## config.mk

```make
export PLATFORM = sky130hd
export DESIGN_NAME = uart_echo_fifo
export DESIGN_NICKNAME = d
export VERILOG_FILES = /design/src/rtl/uart_echo_pkg.sv /design/src/rtl/uart_sync_fifo.sv /design/src/rtl/uart_echo_fifo.sv
export SDC_FILE = /design/constraint.sdc
export NUM_CORES = 1
export LEC_CHECK = 0
export CAP_MARGIN = 20
export CORE_MARGIN = 2
export CORE_UTILIZATION = 45
export CTS_CLUSTER_DIAMETER = 60
export DETAILED_ROUTE_END_ITERATION = 8
export GPL_ROUTABILITY_DRIVEN = 0
export PLACE_DENSITY_LB_ADDON = 0.3
export SLEW_MARGIN = 20
export SYNTH_ARGS = -nofsm -noshare
export SYNTH_HDL_FRONTEND = slang
export SYNTH_SLANG_ARGS = --single-unit
```

## constraint.sdc

```tcl
create_clock -name clk -period 4 [get_ports clk]
set_clock_uncertainty 0.2 [all_clocks]
set_input_delay 0.8 -clock clk [delete_from_list [all_inputs] [get_ports clk]]
set_output_delay 0.8 -clock clk [all_outputs]
set_load 0.1 [all_outputs]
```

## src/rtl/uart_echo_pkg.sv

```systemverilog
// Shared definitions for the UART echo FIFO: pop FSM encoding and the
// statistics counter width with its saturating increment.
package uart_echo_pkg;

    typedef enum logic [1:0] {
        ST_IDLE    = 2'd0,
        ST_LAUNCH  = 2'd1,
        ST_WAIT_HI = 2'd2,
        ST_WAIT_LO = 2'd3
    } echo_state_e;

    localparam int CNT_W = 16;
    localparam logic [CNT_W-1:0] CNT_MAX = 16'hFFFF;

    function automatic logic [CNT_W-1:0] sat_inc(input logic [CNT_W-1:0] value);
        if (value == CNT_MAX) begin
            return value;
        end else begin
            return value + 16'd1;
        end
    endfunction

endpackage

```

## src/rtl/uart_sync_fifo.sv

```systemverilog
// Synchronous FIFO with wrap-bit pointers, exact occupancy and registered read data.
// Flush empties the FIFO and suppresses any push or pop in the same cycle.
module uart_sync_fifo #(
    parameter int PAYLOAD_BITS = 8,
    parameter int FIFO_DEPTH   = 16,
    parameter int PTR_W        = $clog2(FIFO_DEPTH)
) (
    input  logic                    clk,
    input  logic                    resetn,
    input  logic                    push,
    input  logic                    pop,
    input  logic                    flush,
    input  logic [PAYLOAD_BITS-1:0] din,
    output logic [PAYLOAD_BITS-1:0] dout,
    output logic                    full,
    output logic                    empty,
    output logic [PTR_W:0]          level
);

    localparam logic [PTR_W:0] PTR_ONE   = {{PTR_W{1'b0}}, 1'b1};
    localparam logic [PTR_W:0] DEPTH_LVL = (PTR_W+1)'(FIFO_DEPTH);

    logic [PAYLOAD_BITS-1:0] mem_r [FIFO_DEPTH];
    logic [PTR_W:0]          wr_ptr_r;
    logic [PTR_W:0]          rd_ptr_r;
    logic [PAYLOAD_BITS-1:0] dout_r;
    logic                    do_push_s;
    logic                    do_pop_s;

    assign level     = wr_ptr_r - rd_ptr_r;
    assign full      = (level == DEPTH_LVL);
    assign empty     = (wr_ptr_r == rd_ptr_r);
    assign dout      = dout_r;
    // Push into a full FIFO is legal only when the head leaves in the same cycle.
    assign do_push_s = push && (!full || pop) && !flush;
    assign do_pop_s  = pop && !empty && !flush;

    // Storage array; no reset so it maps onto plain RAM.
    always_ff @(posedge clk) begin
        if (do_push_s) begin
            mem_r[wr_ptr_r[PTR_W-1:0]] <= din;
        end
    end

    // Pointer and read-data registers.
    always_ff @(posedge clk or negedge resetn) begin
        if (!resetn) begin
            wr_ptr_r <= '0;
            rd_ptr_r <= '0;
            dout_r   <= '0;
        end else if (flush) begin
            wr_ptr_r <= '0;
            rd_ptr_r <= '0;
        end else begin
            if (do_push_s) begin
                wr_ptr_r <= wr_ptr_r + PTR_ONE;
            end
            if (do_pop_s) begin
                rd_ptr_r <= rd_ptr_r + PTR_ONE;
                dout_r   <= mem_r[rd_ptr_r[PTR_W-1:0]];
            end
        end
    end

endmodule

```

## src/rtl/uart_echo_fifo.sv

```systemverilog
// Buffered rx->tx echo bridge with overflow flag, BREAK flush and fill level.
// Optional statistics counters are enabled by defining UART_ECHO_STATS_EN.
module uart_echo_fifo
    import uart_echo_pkg::*;
#(
    parameter int PAYLOAD_BITS = 8,
    parameter int FIFO_DEPTH   = 16,
    parameter int PTR_W        = $clog2(FIFO_DEPTH)
) (
    input  logic                    clk,
    input  logic                    resetn,
    input  logic [PAYLOAD_BITS-1:0] rx_data,
    input  logic                    rx_valid,
    input  logic                    rx_break,
    input  logic                    tx_busy,
    output logic                    tx_en,
    output logic [PAYLOAD_BITS-1:0] tx_data,
    output logic [PTR_W:0]          fifo_level,
    output logic                    overflow,
    input  logic                    ovf_clr,
    output logic [15:0]             rx_count,
    output logic [15:0]             drop_count
);

    echo_state_e state_r;
    echo_state_e state_next_s;
    logic        tx_en_r;
    logic        overflow_r;
    logic        fifo_full_s;
    logic        fifo_empty_s;
    logic        flush_s;
    logic        pop_s;
    logic        push_s;
    logic        drop_s;

    assign flush_s = rx_valid && rx_break;
    assign pop_s   = (state_r == ST_IDLE) && !fifo_empty_s && !tx_busy && !flush_s;
    assign push_s  = rx_valid && !rx_break && (!fifo_full_s || pop_s);
    assign drop_s  = rx_valid && !rx_break && fifo_full_s && !pop_s;

    uart_sync_fifo #(
        .PAYLOAD_BITS (PAYLOAD_BITS),
        .FIFO_DEPTH   (FIFO_DEPTH),
        .PTR_W        (PTR_W)
    ) u_fifo (
        .clk    (clk),
        .resetn (resetn),
        .push   (push_s),
        .pop    (pop_s),
        .flush  (flush_s),
        .din    (rx_data),
        .dout   (tx_data),
        .full   (fifo_full_s),
        .empty  (fifo_empty_s),
        .level  (fifo_level)
    );

    // Pop FSM next-state logic.
    always_comb begin
        state_next_s = state_r;
        case (state_r)
            ST_IDLE: begin
                if (pop_s) state_next_s = ST_LAUNCH;
                else       state_next_s = ST_IDLE;
            end
            ST_LAUNCH:  state_next_s = ST_WAIT_HI;
            ST_WAIT_HI: begin
                if (tx_busy) state_next_s = ST_WAIT_LO;
                else         state_next_s = ST_WAIT_HI;
            end
            ST_WAIT_LO: begin
                if (!tx_busy) state_next_s = ST_IDLE;
                else          state_next_s = ST_WAIT_LO;
            end
            default: state_next_s = ST_IDLE;
        endcase
    end

    // FSM state, launch strobe and sticky overflow; a new drop beats ovf_clr.
    always_ff @(posedge clk or negedge resetn) begin
        if (!resetn) begin
            state_r    <= ST_IDLE;
            tx_en_r    <= 1'b0;
            overflow_r <= 1'b0;
        end else begin
            state_r <= state_next_s;
            tx_en_r <= (state_next_s == ST_LAUNCH);
            if (drop_s) begin
                overflow_r <= 1'b1;
            end else if (ovf_clr) begin
                overflow_r <= 1'b0;
            end else begin
                overflow_r <= overflow_r;
            end
        end
    end

    assign tx_en    = tx_en_r;
    assign overflow = overflow_r;

`ifdef UART_ECHO_STATS_EN
    logic [CNT_W-1:0] rx_count_r;
    logic [CNT_W-1:0] drop_count_r;

    // Saturating frame statistics, cleared only by reset.
    always_ff @(posedge clk or negedge resetn) begin
        if (!resetn) begin
            rx_count_r   <= '0;
            drop_count_r <= '0;
        end else begin
            if (push_s) rx_count_r <= sat_inc(rx_count_r);
            if (drop_s) drop_count_r <= sat_inc(drop_count_r);
        end
    end

    assign rx_count   = rx_count_r;
    assign drop_count = drop_count_r;
`else
    assign rx_count   = 16'h0000;
    assign drop_count = 16'h0000;
`endif

endmodule

```

### After elaboration in Yosys (flattened, before gate mapping)

Memories as Yosys holds them, arrays and structs flattened. A register that Yosys moved wholly into a read port is not among the register bits.
Cells that the tools add are included.

* reduce and logical (&&, ||, !) cells: 25
* eq/ne operators: 6
* bitwise gates (word level): 1
* multiplexer cells: 12
* add/sub/neg operators: 3

Operators with widths (number)
* 5-bit 2-to-1 mux: 4
* 1-bit logical AND: 12
* 5-bit by 1-bit adder with 5-bit output, second input constant: 2
* 2-bit case mux with 4 select lines: 1
* 1-bit zero test: 7
* 1-bit 2-to-1 mux: 6
* 2-bit nonzero test: 3
* 5-bit equality test: 1
* 5-bit equality test, second input constant: 1
* 5-bit subtractor: 1
* 2-bit by 1-bit equality test with 1-bit output, second input constant: 2
* 2-bit equality test, second input constant: 2
* 2-bit zero test: 1
* 2-bit 2-to-1 mux: 1
* 2-bit AND reduction: 1
* 1-bit logical OR: 1
* 1-bit NOT: 1

* flip-flop bits (word level): 14
* word-level logic and storage cells: 53
* output and inout bits: 47
* memories kept: 1
* bits in writable memories: 128

Memories
* u_fifo.mem_r: words 16, width 8, read ports 1, clocked after Yosys merged registers in 1, write ports 1, RTL line uart_sync_fifo.sv:23 `logic [PAYLOAD_BITS-1:0] mem_r [FIFO_DEPTH];`

### Longest topological paths before layout

Gate-level depths: netlist of run 1.

* depth after elaboration: 11
* depth in mapped cells: 10

### Cells and area by module

A second synthesis of run 1 with hierarchy kept.

* cell total of the unflattened synthesis: 349
* area total of the unflattened synthesis: 6449.9 um^2

By module, submodules not included
* uart_sync_fifo: seq. area each 4294.1 um^2, area each 6027.0 um^2, instances 1, cells each 299
* uart_echo_fifo: seq. area each 100.1 um^2, area each 422.9 um^2, instances 1, cells each 50

### Worst setup path before layout of run 1

OpenSTA, ideal clock, no wires.

* kind: reg2reg
* from: reg u_fifo.rd_ptr_r[1]
* to: mem u_fifo.mem_r[15][0] (enable)
* stages on the path, launching flop included: 9
* required time: 3414 ps
* arrival time: 3824 ps
* setup time: 386 ps
* period minus slack after synthesis: 4411 ps
* slack: -411 ps
* cells stage by stage: dfrtp_1 buf_6 buf_6 inv_1 fa_1 xor2_1 nor3_1 o2111a_1 a211oi_1

* elaborated cells between the ends (all ways): 14
* classes of those cells: add/sub (1); eq/ne (2); mux (2); reduce/logical (9)

RTL lines
* from (decl): RTL line uart_sync_fifo.sv:25 `logic [PTR_W:0] rd_ptr_r;`
* from (signal assigned): RTL line uart_sync_fifo.sv:59 `rd_ptr_r <= rd_ptr_r + PTR_ONE;`
* 5-bit subtractor (*): RTL line uart_sync_fifo.sv:30 `assign level = wr_ptr_r - rd_ptr_r;`
* named net fifo_level[2]: RTL line uart_echo_fifo.sv:18 `output logic [PTR_W:0] fifo_level,`
* 5-bit equality test (*): RTL line uart_sync_fifo.sv:31 `assign full = (level == DEPTH_LVL);`
* 1-bit zero test (*): RTL line uart_sync_fifo.sv:35, uart_echo_fifo.sv:38
* 1-bit logical OR (*): RTL line uart_sync_fifo.sv:35, uart_echo_fifo.sv:38
* 1-bit logical AND: RTL line uart_echo_fifo.sv:38 `assign push_s = rx_valid && !rx_break && (!fifo_full_s || pop_s);`
* 1-bit logical AND (*) (2 in series): RTL line uart_sync_fifo.sv:35 `assign do_push_s = push && (!full || pop) && !flush;`
* 1-bit 2-to-1 mux (*): RTL line uart_sync_fifo.sv:40 `if (do_push_s) begin`
* 1-bit 2-to-1 mux (not written as such) (*): RTL line uart_sync_fifo.sv:41 `mem_r[wr_ptr_r[PTR_W-1:0]] <= din;`
* to (decl): RTL line uart_sync_fifo.sv:23

The timed path passes the listed nets; every way through them passes the cells marked *.

### Worst setup path after layout of run 1

* from: reg u_fifo.wr_ptr_r[0]
* to: mem u_fifo.mem_r[2][2] (enable)

* longest elaborated chain between the ends: 11
* elaborated cells between the ends (all ways): 14
* classes of those cells: add/sub (1); eq/ne (2); mux (2); reduce/logical (9)

Ends and longest elaborated chain
* from (decl): RTL line uart_sync_fifo.sv:24 `logic [PTR_W:0] wr_ptr_r;`
* from (signal assigned): RTL line uart_sync_fifo.sv:56 `wr_ptr_r <= wr_ptr_r + PTR_ONE;`
* branches (longest 11 deep; another with 5-bit subtractor)

Parallel ways; which one is timed is not known.

==> out/metrics.csv, run 1 <==
stage;metric;value;unit
sta;fmax;0.298;GHz
cts;cts_buffers;17;
setup_path;slowest_stage;a211oi_2;
setup_path;cp_slowest_stage_delay;520;ps
layout;drive_gt1_share;18.9;%
synth;synth_ff_type;edfxtp_1;
power_and_ir_drop;vdd_drop_max;0.516;mV
layout;final_cell_mix;128 x edfxtp_1, 32 x conb_1, 22 x clkdlybuf4s50_1;
power_and_ir_drop;leakage;2.67;nW
layout;antenna_cells;0;
setup_path;reg2reg_to;u_fifo.mem_r[2][2];
layout;syn2layout_area_growth;14.7;%
synth;synthAdderAreaFrac;2.02;%
floorplanning;io_pins;61;
synth;synth-simple-area-share;4.15;%
synth;synthMuxAreaShare;16.9;%
setup_path;r2r_slack;640;ps
sta;report.final.hold_viol_count;0;
setup_path;start_kind;flop;
power_and_ir_drop;power.density;776;nW/um2
setup_path;cp_top_family;compound AO/OA/AOI/OAI gates;
synth;avgSynthCellArea;19.0;um2
sta;timing.final.crit_share;83.9;%
sta;rsz0062_at_grt;false;
routing;drtAntennaViolNets;0;
setup_path;critical_path.cell_chain;inv_1 > ha_1 > inv_1 > fa_1 > xor2_2 > nor3_1 > o2111a_1 > a211oi_2 > and3_1;
cts;tritoncts;yes;
setup_path;cp_data_required_time;3870;ps
floorplanning;fp.dieW;125;um
sta;max_slew_margin;35.3;%
cts;hold_buffers;0;
routing;drt_iter0_markers;249;
setup_path;ff2ff_path_depth;9;
power_and_ir_drop;power;5.85;mW
status;status;completed;
run;drv_cap;0;
grt;grt_pass1_vias;3256;
cts;path_clk_slew;60;ps
sta;setup_viol;0;
routing;drc_errors;0;
synth;synth-edff-count;128;
layout;layout_commonest_cell;edfxtp_1;
cts;htreeDepth;4;
routing;wl;12.7;mm
synth;synthArstFlopShare;14.7;%
synth;ys_types;49;
floorplanning;num_rows;44;
setup_path;cp_common_cell;inv_1;
grt;grt.total_usage;17.5;%
cts;root_buffer;clkbuf_16;
grt;grt_pass1_wl;19.7;mm
cts;clk_latency;420;ps
grt;grt-ovfl-total;0;
synth;synth_compound_gate_area_share;3.16;%
synth;synth.yosys.seq_area_share;66.8;%
grt;grt_max_degree;36;
sta;layout_min_cycle_time;3360;ps
cts;clock_sinks;150;
floorplanning;core;14400;um2
synth;ys_warn_count;0;
floorplanning;initial_core_util;45.6;%
layout;utilization;52.3;%
layout;fill_cells;1128;
sta;finalSetupTns;0;ps
setup_path;crit_buf_inv;2;
synth;synth_top_area_cell;edfxtp_1;
layout;nets;407;
routing;vias;3225;
routing;viasPerCell;5.56;
setup_path;crit_fanout;8;
synth;synthXorXnorAreaFrac;0.799;%
cts;clockBufferDepth;2;
floorplanning;fp.dieH;125;um
routing;firstDrtPassIters;4;
cts;ctsResizeCount;0;
synth;yosys.area.top_type_share;58.4;%
sta;worst_pin_slew;967;ps
synth;synth_area;6580;um2
synth;synth.area.top_cells;edfxtp_1 58%, dfrtp_1 8.4%, mux4_1 7.6%;
setup_path;cp-end-kind;flop;
sta;drv_slew;0;
setup_path;r2r-start;u_fifo.wr_ptr_r[0];
routing;post_drt_wl_per_cell;21.9;um
sta;whs;145;ps
placed_design;dp.final_hpwl;8.49;mm
synth;synth.ff_latch_count;150;
placed_design;portBuffers;28;
floorplanning;design.die.area;15600;um2
worst_hold_path;hold_path.class;input port to async pin;
setup_path;cp.arrival;3230;ps
grt;antenna_found_initial;1;
cts;postCtsSetupRepairBufs;0;
synth;synth_top_family_by_area;multiplexers;
synth;synth_cells;346;
setup_path;path_class;flop to flop;
==> final cells by class <==
class	instances	area (um2)	area share (%)
inverter	12	45.0	0.597
sequential	150	4400	58.2
clock buffer	19	433	5.74
multi-input combinational	170	1910	25.3
timing repair buffer	32	343	4.54
tap	184	230	3.05
clock inverter	13	194	2.57
==> cell usage after synthesis (2+ instances only) <==
library cell  number
o2111ai_1          2
nor2_1             8
xor2_1             3
nand3_1            4
dfrtp_1           22
xnor2_1            3
edfxtp_1         128
buf_4             33
a21oi_1            4
mux2_4             8
and3_1            10
and4_1             6
clkbuf_1           3
ha_1               9
o31ai_1            2
buf_6              5
and2_1             3
a21o_1             2
mux2_1             2
inv_1             11
nand4_1            3
nand2b_1           3
mux4_2            21
o21ai_0            2
mux4_1            19
o221ai_1           3
buf_2              2
nand2_1            3
buf_8              2
==> state kept, by name, summed over array words and instances, names as in the netlist <==
| signal | flops |
|---|---|
| tx_en | 1 |
| state_r | 2 |
| u_fifo.mem_r | 128 |
| u_fifo.wr_ptr_r | 5 |
| u_fifo.rd_ptr_r | 5 |
| overflow | 1 |
| u_fifo.dout | 8 |
==> layer usage <==
metal | vias to the layer above | GRT usage, % | share of wire (%) | wire (um)
met4 | 2 | 6.34 | 1.6 | 207
met3 | 23 | 4.51 | 7.1 | 903
met5 | - | 0 | 0.10 | 13
li1 | 1414 | - | - | -
met1 | 1655 | 24.2 | 43 | 5500
met2 | 131 | 27.4 | 48 | 6070
==> logic make-up after synthesis <==
| kind of cell | Yosys count |
|---|---|
| other | 1 |
| AND/OR/NAND/NOR | 46 |
| adder cells (fa/ha/maj) | 10 |
| multiplexers | 50 |
| XOR/XNOR | 6 |
| AO/OA/AOI/OAI | 26 |
| flip-flops | 150 |
| buffers and inverters | 57 |
==> per-stage QoR <==
step	std cells	cell area [um2]	setup slack, ps
after floorplan	377	6700	184
after global placement	548	6930	783
after detailed placement	548	6930	669
after CTS	580	7550	647
after global routing	580	7550	448
final	580	7550	642
==> worst max-delay path by stage <==
stage                                   from                   to  cells after the start
after CTS                 u_fifo.wr_ptr_r[0]   u_fifo.mem_r[2][0]                      9
final                     u_fifo.wr_ptr_r[0]   u_fifo.mem_r[2][2]                      9
after detailed placement  u_fifo.wr_ptr_r[0]   u_fifo.mem_r[2][4]                      9
after floorplan           u_fifo.rd_ptr_r[1]  u_fifo.mem_r[15][0]                      8
after global routing      u_fifo.wr_ptr_r[0]   u_fifo.mem_r[0][3]                      9
after global placement    u_fifo.wr_ptr_r[0]   u_fifo.mem_r[2][4]                      9
==> power breakdown <==
group          total [mW]  switching (mW)  internal [mW]  leakage (nW)
clock                1.68           0.626           1.05         0.298
combinational        2.24            1.49          0.749         0.934
sequential           1.94          0.0944           1.84          1.43
total                5.85            2.21           3.64          2.67
Note: power is estimated with default switching activity, not from simulation.
==> run 2, diff against run 1 <==
- clock period: 4 -> 2.7 ns (I/O delays scaled with it)
==> out/metrics.csv, run 2 (synthesized netlist as in run 1, its figures left out) <==
stage;metric;value;unit;change
sta;whs;271;ps;+126 ps
sta;rsz0062_at_grt;true;;
routing;vias;3328;;+3.2%
setup_path;path_class;flop to primary output;;
layout;nets;433;;+6.4%
sta;setup_viol;62;;+62
power_and_ir_drop;vdd_drop_max;0.674;mV;+31%
grt;grt_max_degree;36;;unchanged
cts;root_buffer;clkbuf_16;;
run;drv_cap;0;;unchanged
status;status;finished with violations;;
sta;fin_ws;-80.2;ps;-722 ps
routing;drtAntennaViolNets;0;;unchanged
setup_path;crit_fanout;3;;-5
grt;grt.total_usage;16.8;%;-0.70 points
routing;viasPerCell;5.50;;-1.1%
floorplanning;fp.dieW;125;um;unchanged
routing;drt_iter0_markers;314;;+26%
routing;wl;12.5;mm;-1.2%
cts;tritoncts;yes;;
grt;grt_pass1_vias;3288;;+0.98%
setup_path;cp_top_family;adder cells;;
floorplanning;initial_core_util;45.6;%;unchanged
setup_path;cp_slowest_stage_delay;390;ps;-130 ps
layout;fill_cells;1097;;-2.7%
placed_design;dp.final_hpwl;8.28;mm;-2.6%
layout;largest_register_ffs;128;;unchanged
cts;clockBufferDepth;2;;unchanged
setup_path;cp.arrival;2040;ps;-1190 ps
layout;syn2layout_area_growth;20.4;%;
power_and_ir_drop;clkPwrFrac;26.0;%;-2.7 points
power_and_ir_drop;leakage;2.81;nW;+5.4%
worst_hold_path;hold_path.class;input port to async pin;;
setup_path;cp-end-kind;primary output;;
floorplanning;fp.dieH;125;um;unchanged
setup_path;cp_data_required_time;1960;ps;-1910 ps
sta;layout_min_cycle_time;2780;ps;
power_and_ir_drop;power.density;1140;nW/um2;+47%
sta;report.final.hold_viol_count;0;;unchanged
sta;max_slew_margin;53.3;%;+18 points
grt;grt_pass1_wl;19.4;mm;-1.4%
cts;clk_latency;430;ps;about the same
cts;cts_buffers;17;;unchanged
setup_path;start_kind;flop;;
floorplanning;io_pins;61;;unchanged
setup_path;slowest_stage;dfrtp_1;;
power_and_ir_drop;switching_share;38.2;%;+0.41 points
sta;worst_pin_slew;698;ps;-269 ps
power_and_ir_drop;intPower;5.58;mW;+53%
power_and_ir_drop;switching_power;3.45;mW;+56%
layout;layout_commonest_cell;edfxtp_1;;
layout;final_area;7920;um2;+5.0%
routing;firstDrtPassIters;4;;unchanged
layout;antenna_cells;0;;unchanged
placed_design;dpl_worst_slack;1.36;ps;-668 ps
sta;timing.final.crit_share;103;%;
setup_path;critical_path.cell_chain;inv_2 > ha_4 > inv_2 > fa_2 > nand3_2 > a21o_1 > buf_4 > and2_4 > buf_12;;
routing;drc_errors;0;;unchanged
grt;antenna_found_initial;0;;-1
cts;htreeDepth;4;;unchanged
placed_design;placed_cell_area;7230;um2;+4.4%
power_and_ir_drop;seq_power_share;31.4;%;-1.7 points
cts;path_clk_slew;70;ps;about the same
layout;drive_gt1_share;34.2;%;+15 points
placed_design;portBuffers;28;;unchanged
layout;final_cell_mix;128 x edfxtp_1, 33 x buf_4, 32 x conb_1;;
setup_path;crit_buf_inv;4;;+2
floorplanning;core;14400;um2;unchanged
routing;post_drt_wl_per_cell;20.7;um;-5.3%
cts;clock_sinks;150;;unchanged
grt;grt-ovfl-total;0;;unchanged
sta;drv_slew;0;;unchanged
sta;finalSetupTns;-1090;ps;-1090 ps
setup_path;cp_common_cell;inv_2;;
floorplanning;num_rows;44;;unchanged
power_and_ir_drop;comb_power_share;42.6;%;+4.3 points
status;violations;negative setup slack;;
layout;utilization;54.9;%;+2.6 points
floorplanning;design.die.area;15600;um2;unchanged
sta;fmax;0.360;GHz;
run 2: cell types whose count changed in the layout (fill, tap and decap cells not counted), moves of 3 or more:
cell,before,now
inv_6,3,6
and4_1,6,1
inv_1,11,7
inv_2,1,4
and3_1,10,0
and4_4,0,5
buf_6,0,3
buf_4,5,33
clkdlybuf4s50_1,22,13
and3_4,0,10
buf_12,4,8
run 2: area by class of cell:
class	instances	area, um2	area share [%]
multi-input cells	171	2090	26.4
well taps	184	230	2.91
repair buffers	57	572	7.22
clock buffers	17	425	5.37
clock inverters	14	164	2.07
flip-flops and latches	150	4400	55.5
inverters	12	47.5	0.600
run 2: through the flow:
stage | total power [mW] | std cells
global route | 9.36 | 605
finish | 9.03 | 605
CTS | 9.00 | 603
floorplan | 5.58 | 377
global placement | 6.55 | 568
detailed placement | 6.57 | 568
run 2: power groups by stage:
stage                     registers (mW)  logic, mW  clock network, mW
after global placement              2.87       3.68                  0
after detailed placement            2.88       3.69                  0
after CTS                           2.83       3.78               2.39
after floorplan                     3.36       2.22                  0
final                               2.83       3.84               2.35
after global routing                2.86       4.02               2.48
run 2: path summary, 6_finish.rpt:
| check | to | start | cells past startpoint | slack (ps) |
|---|---|---|---|---|
| max reg2reg | u_fifo.mem_r[9][4] | u_fifo.wr_ptr_r[0] | 11 | -30 |
| min reg2reg | state_r[0] | state_r[1] | 1 | 300 |
| min | u_fifo.wr_ptr_r[4] | resetn | 2 | 270 |
| max in group asynchronous | u_fifo.rd_ptr_r[0] | resetn | 2 | 1750 |
| min in group clk | state_r[0] | state_r[1] | 1 | 300 |
| max | fifo_level[4] | u_fifo.wr_ptr_r[0] | 9 | -80 |
run 2: routing by layer:
metal	up-vias	GRT usage (%)	wire length, um
met4	0	5.10	166
li1	1475	-	-
met3	11	3.74	583
met2	110	26.3	5950
met1	1732	24.1	5840
met5	-	0	0
run 2: timing repair:
item	in CTS	in global routing
resized for setup	8	8
setup buffers	3	2
pin swaps	3	7
setup endpoints to repair	10	129
cloned	1	0
hold buffers	0	0
